**src/rtl/adder_8bit_pkg.sv**
```systemverilog
// Shared constants and types for the registered 8-bit ripple-carry adder.
package adder_8bit_pkg;

    // Operand width of the adder datapath.
    localparam int unsigned WIDTH = 8;

    // Byte-wide vector used for operands, sums and stage carries.
    typedef logic [WIDTH-1:0] byte_vec_t;

endpackage : adder_8bit_pkg

```
**src/rtl/adder_8bit_full_adder_1bit.sv**
```systemverilog
// Single-bit full adder: one stage of the ripple-carry chain.
module full_adder_1bit (
    input  logic a,
    input  logic b,
    input  logic c,
    output logic s,
    output logic co
);

    // Sum and majority carry of the three inputs.
    assign s  = a ^ b ^ c;
    assign co = (a & b) | (a & c) | (b & c);

endmodule : full_adder_1bit

```
**src/rtl/adder_8bit.sv**
```systemverilog
// Registered ripple-carry adder exposing every stage carry one cycle after capture.
module adder_8bit
    import adder_8bit_pkg::*;
#(
    parameter int unsigned WIDTH = adder_8bit_pkg::WIDTH
) (
    input  logic             clk,
    input  logic             rst,
    input  logic [WIDTH-1:0] first_byte,
    input  logic [WIDTH-1:0] second_byte,
    input  logic [WIDTH-1:0] carry_in,
    output logic [WIDTH-1:0] sum_bytes,
    output logic [WIDTH-1:0] carry_out
);

    logic [WIDTH-1:0] sum_d;
    logic [WIDTH-1:0] carry_d;
    logic [WIDTH-1:0] sum_q;
    logic [WIDTH-1:0] carry_q;
    logic [WIDTH-1:0] chain;
    logic             unused_carry_in;

    // Only bit 0 of carry_in enters the chain; the upper bits are deliberately dropped.
    assign unused_carry_in = ^carry_in[WIDTH-1:1];

    // Carry into stage i: external carry for stage 0, previous stage carry otherwise.
    assign chain = {carry_d[WIDTH-2:0], carry_in[0]};

    // Ripple chain of full adders, one per bit.
    for (genvar i = 0; i < WIDTH; i++) begin : g_stage
        full_adder_1bit u_fa (
            .a  (first_byte[i]),
            .b  (second_byte[i]),
            .c  (chain[i]),
            .s  (sum_d[i]),
            .co (carry_d[i])
        );
    end

    // Output register bank; reset wins over capture.
    always_ff @(posedge clk) begin
        if (rst) begin
            sum_q   <= '0;
            carry_q <= '0;
        end else begin
            sum_q   <= sum_d;
            carry_q <= carry_d;
        end
    end

    assign sum_bytes = sum_q;
    assign carry_out = carry_q;

endmodule : adder_8bit

```
**config.mk**
```make
export PLATFORM = sky130hd
export DESIGN_NAME = adder_8bit
export DESIGN_NICKNAME = d
export VERILOG_FILES = /design/src/rtl/adder_8bit_pkg.sv /design/src/rtl/adder_8bit_full_adder_1bit.sv /design/src/rtl/adder_8bit.sv
export SDC_FILE = /design/constraint.sdc
export NUM_CORES = 1
export LEC_CHECK = 0
export ABC_AREA = 1
export CAP_MARGIN = 20
export CORE_MARGIN = 1
export CORE_UTILIZATION = 34
export DETAILED_ROUTE_END_ITERATION = 6
export PLACE_DENSITY = 0.8
export SLEW_MARGIN = 20
export SYNTH_ARGS = -nofsm -noshare
export SYNTH_HDL_FRONTEND = slang
export SYNTH_SLANG_ARGS = --single-unit
```
**constraint.sdc**
```tcl
create_clock -name clk -period 4.6 [get_ports clk]
set_input_delay 0.92 -clock clk [delete_from_list [all_inputs] [get_ports clk]]
set_output_delay 0.92 -clock clk [all_outputs]
set_load 0.01 [all_outputs]
```
======== After elaboration in Yosys (flattened, before gate mapping) ========
Cells that the tools add are included.
word-level totals
  flip-flop bits (word level) ............. 16
  latch bits .............................. 0
  bits in writable memories ............... 0
  memory bits (read-only) ................. 0
  bits of input ports ..................... 26
  word-level logic and storage cells ...... 58
  memories kept ........................... 0
operators by class
  add/sub/neg operators ................... 0
  multiply operators ...................... 0
  div/mod/pow operators ................... 0
  $lt $le $gt $ge ......................... 0
  equality and inequality tests ........... 0
  shift-type cells ........................ 0
  mux-type cells .......................... 0
  bitwise operators ....................... 56
  reductions and logical operators ........ 0
operator list
  kind           count
  $and A1 B1 Y1  24
  $or A1 B1 Y1   16
  $xor A1 B1 Y1  16

======== Longest topological paths before layout ========
Gate-level depths: netlist of run 1.
  depth in word-level cells ............... 24
  gate-level depth with buffers ........... 12
  mapped depth without buffers ............ 12

======== Hierarchy ========
Synthesis of run 1 repeated with hierarchy kept, for this count alone.
second synthesis, totals
  cell total of the unflattened synthesis .. 58
  area total of the unflattened synthesis .. 634.4 sq um
by module, submodules not included
  module           instances  cells each  area each (sq um)  seq. area each (sq um)
  adder_8bit       1          50          474.2              320.3
  full_adder_1bit  8          1           20.0               0.0

======== Worst setup path after synthesis of run 1 ========
No wires, ideal clock.
  path type ............................... input to register
  from .................................... input port first_byte[0]
  to ...................................... register sum_q[7], in the netlist sum_bytes[7]
  arrival time ............................ 4114 ps
  required time ........................... 4536 ps
  setup slack ............................. 422 ps
  stages .................................. 12
  buffers on the path ..................... 0
  cell sequence ........................... inv_1 fa_1 inv_1 fa_1 fa_1 fa_1 fa_1 fa_1 fa_1 inv_1 fa_1 nor2_1
on the way
  longest elaborated chain between the ends .. 22
  elaborated cells between the ends (all ways) .. 29
  classes of those cells .................. bitwise: 29
RTL lines
  what                          RTL line                          RTL
  start: declaration            adder_8bit.sv:9                   input logic [WIDTH-1:0] first_byte,
  $and A1 B1 Y1                 adder_8bit_full_adder_1bit.sv:12  assign co = (a & b) | (a & c) | (b & c);
  $or A1 B1 Y1 * (2 in a row)   adder_8bit_full_adder_1bit.sv:12
  named net g_stage[0].u_fa.co  adder_8bit_full_adder_1bit.sv:7   output logic co
  $and A1 B1 Y1                 adder_8bit_full_adder_1bit.sv:12
  $or A1 B1 Y1                  adder_8bit_full_adder_1bit.sv:12
  $or A1 B1 Y1 *                adder_8bit_full_adder_1bit.sv:12
  named net g_stage[1].u_fa.co  adder_8bit_full_adder_1bit.sv:7
  $and A1 B1 Y1                 adder_8bit_full_adder_1bit.sv:12
  [... 2 more ...]              n/a
  named net g_stage[2].u_fa.co  adder_8bit_full_adder_1bit.sv:7
  [... 3 more ...]              n/a
  named net g_stage[3].u_fa.co  adder_8bit_full_adder_1bit.sv:7
  [... 3 more ...]              n/a
  named net g_stage[4].u_fa.co  adder_8bit_full_adder_1bit.sv:7
  [... 1 more ...]              n/a
  $or A1 B1 Y1                  adder_8bit_full_adder_1bit.sv:12
  $or A1 B1 Y1 *                adder_8bit_full_adder_1bit.sv:12
  named net g_stage[5].u_fa.co  adder_8bit_full_adder_1bit.sv:7
  $and A1 B1 Y1                 adder_8bit_full_adder_1bit.sv:12
  $or A1 B1 Y1                  adder_8bit_full_adder_1bit.sv:12
  $or A1 B1 Y1 *                adder_8bit_full_adder_1bit.sv:12
  named net g_stage[6].u_fa.co  adder_8bit_full_adder_1bit.sv:7
  $xor A1 B1 Y1 *               adder_8bit_full_adder_1bit.sv:11  assign s = a ^ b ^ c;
  end signal: assignment        adder_8bit.sv:46                  sum_q <= sum_d;
  end: declaration              adder_8bit.sv:18                  logic [WIDTH-1:0] sum_q;
Mark *: on every way through the listed nets, which the timed path passes. The rest lies on a longest branch.
A chain may end at the register's enable or synchronous reset.

======== Worst setup path after layout of run 1 ========
  from .................................... input port second_byte[0]
  to ...................................... register sum_q[7], in the netlist sum_bytes[7]
on the way
  longest elaborated chain between the ends .. 22
  elaborated cells between the ends (all ways) .. 29
  classes of those cells .................. bitwise: 29
RTL lines
  what                          RTL line                          RTL
  start: declaration            adder_8bit.sv:10                  input logic [WIDTH-1:0] second_byte,
  $and A1 B1 Y1                 adder_8bit_full_adder_1bit.sv:12
  $or A1 B1 Y1                  adder_8bit_full_adder_1bit.sv:12
  $or A1 B1 Y1 *                adder_8bit_full_adder_1bit.sv:12
  named net g_stage[0].u_fa.co  adder_8bit_full_adder_1bit.sv:7
  $and A1 B1 Y1                 adder_8bit_full_adder_1bit.sv:12
  $or A1 B1 Y1                  adder_8bit_full_adder_1bit.sv:12
  $or A1 B1 Y1 *                adder_8bit_full_adder_1bit.sv:12
  named net g_stage[1].u_fa.co  adder_8bit_full_adder_1bit.sv:7
  [... 3 more ...]              n/a
  named net g_stage[2].u_fa.co  adder_8bit_full_adder_1bit.sv:7
  [... 3 more ...]              n/a
  named net g_stage[3].u_fa.co  adder_8bit_full_adder_1bit.sv:7
  [... 3 more ...]              n/a
  named net g_stage[4].u_fa.co  adder_8bit_full_adder_1bit.sv:7
  [... 1 more ...]              n/a
  $or A1 B1 Y1                  adder_8bit_full_adder_1bit.sv:12
  $or A1 B1 Y1 *                adder_8bit_full_adder_1bit.sv:12
  named net g_stage[5].u_fa.co  adder_8bit_full_adder_1bit.sv:7
  $and A1 B1 Y1                 adder_8bit_full_adder_1bit.sv:12
  $or A1 B1 Y1                  adder_8bit_full_adder_1bit.sv:12
  $or A1 B1 Y1 *                adder_8bit_full_adder_1bit.sv:12
  named net g_stage[6].u_fa.co  adder_8bit_full_adder_1bit.sv:7
  $xor A1 B1 Y1 *               adder_8bit_full_adder_1bit.sv:11
Marks and branches as above.

==> metrics.txt, run 1 <==
Die Y=45.45 microns; Pwr per Cell Area=319.9 mW/mm^2; I/O pin cnt=42; crit-path max cell delay=0.42 ns; Post-synth ARST share=0%; input/output buffers=34; Die ar.=0.002066 sq mm; ranking of synthesized cells by area=dfxtp_1 50%, fa_1 25%, inv_1 11%; internal power=0.0002517 W; drt wl/cell=9.221 microns; clock group share of total power=27.2%; Post-Synth Adder-Cell Area=24.95%; Cells after Synth=60; Max-Cap Viols=0; P_sw=0.00007971 W; Worst Path Max Fanout=2; Syn Area/Cell=10.70 sq um; DRC=0; most used flip-flop cell after synthesis=dfxtp_1; first-pass GRT wire length=1780 microns; number of H-tree levels=1; Max Clk Rate=0.2286 GHz; Finished Cell Area=0.001036 sq mm; count of final hold-check violations=0; total CTS buffers=3; most frequent cells after synthesis=18 x inv_1, 16 x dfxtp_1, 13 x nor2_1; fraction of final layout cells sized beyond drive strength 1=10.31%; vias post-DR=469; number of distinct library cells after synthesis=7; Hold Buf Count CTS=0; Max Root-Sink Buffers=2; antenna viol nets, final=0; RSZ-0062 raised after global routing=no; Min Hold Slack=1.321 ns; DR vias/cell=3.844; most frequent cell after synthesis=inv_1; Critical Path, Cell by Cell=clkdlybuf4s50_1 > inv_1 > fa_1 > inv_1 > fa_1 > fa_1 > fa_2 > fa_2 > fa_1 > fa_1 > inv_1 > fa_1 > nor2_1; mux cell area share after synthesis=0%; post-DP HPWL=952.8 microns; Period minus WS final=4.374 ns; total power=0.0003314 W; max_slew headroom=58.75%; Final Non-Filler Cells=122; largest net degree at the start of global routing=17; Area after DPL=994.7 sq um; Initial Util=36.77%; clk sinks=16; Final Worst Setup Slack=0.2257 ns; Rows=15; CTS tree=built; CORE AREA=0.001745 sq mm; Top cell by count, worst path=fa_1; Clock transition at path regs=0.09 ns; Post-synth EDFFs=0; min-delay worst type=input pin to register; Worst EP required=4.82 ns; CP startpoint kind=input pin; vias in the first global route=450; antenna violations before repair=0; post-synthesis register bit count=16; grt total ovfl=0; Area Overhead vs Synth=61.40%; Yosys top cell by area=dfxtp_1; DRT Pass-1 Iters=2; leakage power=0.4720 nW; Setup crit end kind=register; crit path kind=input pin to register; Final setup viols=0; post-synthesis xor/xnor area fraction=0%; crit share post-route=95.09%; Post-Route WL=1125 microns; GRT Overall Usage=12.90%; Post-Synth Simple-Gate Area=10.53%; Root Buffer=clkbuf_4; combinational share of power=25.8%; synthesized area=641.9 sq um; post-synth net total=94; Crit-path slowest cell=fa_1; Die Wd=45.45 microns; n_diodes=0; Synthesis Warnings=0; share of the synthesized area in the top cell type=49.90%; post-synthesis compound-gate area fraction=0%; First DRT Iteration DRCs=2; share of power burned in registers=47.0%; pre-CTS setup slack=-0.2074 ns; Worst EP arrival=4.59 ns; RePlAce Congestion=0.6643; Final nets=132; Seq/Total Area, Yosys=49.90%; Peak supply drop=0.0001471 V; placed cells=118; largest family of logic cells by synthesized area=adder cells; worst slew pin tran=0.6169 ns; Slew Limit Fails=0; Sw Share=24.05%; status=finished, final reports clean
[state kept, by name (all words and copies together), names as in the netlist]
name / flops
sum_bytes: 8
carry_out: 8
[logic make-up after synthesis]
logic type,count (synthesis)
buffers and inverters,20
AND/OR/NAND/NOR,16
adder cells (fa/ha/maj),8
flip-flops,16
[worst max-delay path, delay by kind of cell]
kind | cells | cell delay [ns]
buffers and inverters | 4 | 0.64
and+or+nand+nor | 1 | 0.08
adders and majority gates | 8 | 2.95
[per-stage QoR]
stage / util [%] / TNS (ns)
2_1_floorplan: - / 0
3_3_place_gp: 56.99 / -0.1526
3_5_place_dp: 56.99 / -0.2074
4_1_cts: 59.07 / 0
5_1_grt: 59.35 / 0
6_report: 59.35 / 0
[cell type report]
type | instances | area [sq um]
Fill cell | 173 | 709.4
Timing Repair Buffer | 35 | 347.8
Clock buffer | 4 | 36.28
Multi-Input combinational cell | 24 | 232.7
Sequential cell | 16 | 320.3
Tap cell | 25 | 31.28
Inverter | 18 | 67.56
[path summary, 6_finish.rpt]
path,slack [ns],cells past startpoint,from,to
setup / recovery,0.23,13,second_byte[0],sum_bytes[7]
hold / removal,1.32,4,carry_in[0],sum_bytes[0]
[repair_timing]
action                     4_1_cts  5_1_grt
resized for setup                0        2
setup endpoints to repair        0        1
buffers inserted                 0        0
[cells in the final DEF, fill, tap and decap left out]
master and n:
fa_1 6, fa_2 2, dfxtp_1 16, buf_4 1
clkbuf_8 1, nor2_2 3, clkbuf_4 3, inv_1 18
nor2_1 13, clkdlybuf4s50_1 34
[power by group through the flow]
stage	Sequential, W	Clock [W]	Combinational, W
global route	0.000157	0.0000999	0.0000956
global placement	0.000159	0	0.0000825
floorplan	0.000167	0	0.0000283
detailed placement	0.000159	0	0.0000863
CTS	0.000156	0.0000949	0.0000864
finish	0.000156	0.0000902	0.0000855
[metal layers]
metal  track usage, %  wire length, microns  vias to the layer above
met4            7.273                     6                        0
met5                0                     0                        -
met1            12.50                   399                      210
met3            4.762                   112                        2
li1                 -                     -                      234
met2            23.14                   607                       23
No activity file was read; power rests on OpenSTA's default activity.
==> inputs of run 2 (changes only) <==
- ABC_CLOCK_PERIOD_IN_PS: default -> 4600
- SKIP_CTS_REPAIR_TIMING: default -> 1
==> results of run 2 <==
Final layout, timing and power as in run 1 (identical DEF).
==> inputs of run 3 (changes only) <==
- ABC_CLOCK_PERIOD_IN_PS: 4600 -> 4200
- CORE_ASPECT_RATIO: default -> 0.9
- CTS_BUF_LIST: default -> sky130_fd_sc_hd__clkbuf_16
- clock period: 4.6 -> 4.2 ns (I/O delays scaled with it)
==> run 3 against run 2 <==
- routed wire length grew 57%
- utilization grew 8.3 points
- hold slack worse by 0.25 ns
- total power is 41% higher
- critical path type unchanged
- die area hardly changed
- highest routed layer unchanged
- largest power group is now the clock network
- non-clock buffer count is 9 higher
- combinational power rose by 33%
==> metrics.txt, run 3 (synthesis results as in run 1) <==
Final setup viols=0; post-DP HPWL=1078 microns; first-pass GRT wire length=2021 microns; Die Y=43.22 microns; share of power burned in registers=36.9%; vias in the first global route=477; Worst EP arrival=4.31 ns; Peak supply drop=0.0002331 V; Die Wd=47.80 microns; CORE AREA=0.001717 sq mm; crit path kind=input pin to register; clk sinks=16; Setup crit end kind=register; Crit-path slowest cell=clkdlybuf4s50_1; largest net degree at the start of global routing=17; grt total ovfl=0; Period minus WS final=4.143 ns; count of final hold-check violations=0; antenna violations before repair=0; Final Non-Filler Cells=129; Worst EP required=4.37 ns; clock group share of total power=38.6%; fraction of final layout cells sized beyond drive strength 1=25.71%; Max Root-Sink Buffers=2; commonest cells after routing, fill and taps aside=31 x clkdlybuf4s50_1, 16 x dfxtp_1, 14 x inv_1, 13 x nor2_1, 10 x buf_4; status=finished, final reports clean; Critical Path, Cell by Cell=clkdlybuf4s50_1 > fa_2 > fa_2 > fa_2 > fa_2 > fa_2 > fa_2 > inv_2 > fa_1 > nor2_1; Clock transition at path regs=0.05 ns; Final nets=141; Post-Route WL=1769 microns; antenna viol nets, final=0; combinational share of power=24.6%; Min Hold Slack=1.067 ns; Pwr per Cell Area=401.4 mW/mm^2; worst slew pin tran=0.6416 ns; Slew Limit Fails=0; DRT Pass-1 Iters=4; drt wl/cell=13.71 microns; RePlAce Congestion=0.7001; Root Buffer=clkbuf_16; input/output buffers=34; P_sw=0.0001055 W; placed cells=119; Sw Share=22.64%; worst min-delay path startpoint=carry_in[0]; CP startpoint kind=input pin; min-delay worst type=input pin to register; max_slew headroom=57.09%; First DRT Iteration DRCs=12; commonest non-fill, non-tap cell in the layout=clkdlybuf4s50_1; total CTS buffers=3; CTS tree=built; leakage power=0.5502 nW; internal power=0.0003605 W; Die ar.=0.002066 sq mm; number of H-tree levels=1; total power=0.0004661 W; Max-Cap Viols=0; DR vias/cell=3.969; Initial Util=37.39%; WHS Path Cells=4; Rows=14; fillers=128; Top cell by count, worst path=fa_2; crit-path max cell delay=0.44 ns; n_diodes=0; crit share post-route=98.64%; Worst Path Max Fanout=2; Max Clk Rate=0.2414 GHz; I/O pin cnt=42; GRT Overall Usage=15.59%; final core utilization=67.64%; Finished Cell Area=0.001161 sq mm; Area after DPL=0.001008 sq mm; WHS Endpoint=sum_bytes[0]; Area Overhead vs Synth=80.90%; vias post-DR=512; DRC=0
==> run 3: cell count changes in the layout (fill, tap and decap cells not counted), sizes merged <==
cell and delta:
clkdlybuf4s50 -3, buf +9, clkbuf -1, dlymetal6s2s +3
==> run 3: worst max path at each step <==
stage	to	depth (start not counted)	slack, ns	start
2_1_floorplan	sum_bytes[7]	12	0.10	first_byte[0]
3_3_place_gp	sum_bytes[7]	13	-0.50	first_byte[0]
3_5_place_dp	sum_bytes[7]	13	-0.59	second_byte[0]
4_1_cts	sum_bytes[7]	13	-0.37	second_byte[0]
5_1_grt	sum_bytes[7]	10	-0.01	first_byte[1]
6_report	sum_bytes[7]	10	0.06	first_byte[1]
==> run 3: power by group through the flow <==
stage                     sequential [W]  clock [W]  combinational (W)
final                           0.000172   0.000180           0.000114
after global routing            0.000173   0.000190           0.000125
after global placement          0.000174          0          0.0000937
after CTS                       0.000172   0.000182          0.0000980
after detailed placement        0.000175          0          0.0000969
after floorplan                 0.000183          0          0.0000310
==> run 3: critical path: cells and delay by family <==
kind	cells	cell delay (ns)
adder cells (fa/ha/maj)	7	2.84
buffers and inverters	2	0.51
AND/OR/NAND/NOR	1	0.11
==> run 3: final cells by class <==
type	count	area [sq um]	area share, %
multi-input combinational	24	245.2	21.12
timing repair buffer	44	422.9	36.42
inverter	18	67.56	5.819
clock buffer	3	75.07	6.466
tap	24	30.03	2.586
sequential	16	320.3	27.59
==> run 3: through the flow <==
step,worst slack (ns),TNS [ns]
detailed placement,-0.5850,-1.442
finish,0.05715,0
global placement,-0.5017,-1.137
global route,-0.01439,-0.01439
CTS,-0.3720,-0.5573
floorplan,0.1019,0
==> run 3: metal layers <==
metal	vias up	part of all wire (%)	routed length [microns]	GRT usage, %
met1	233	41	726	15.05
li1	251	-	-	-
met4	0	3.8	67	15.00
met3	7	4.3	76	5.106
met5	-	0	0	0
met2	21	51	899	24.32
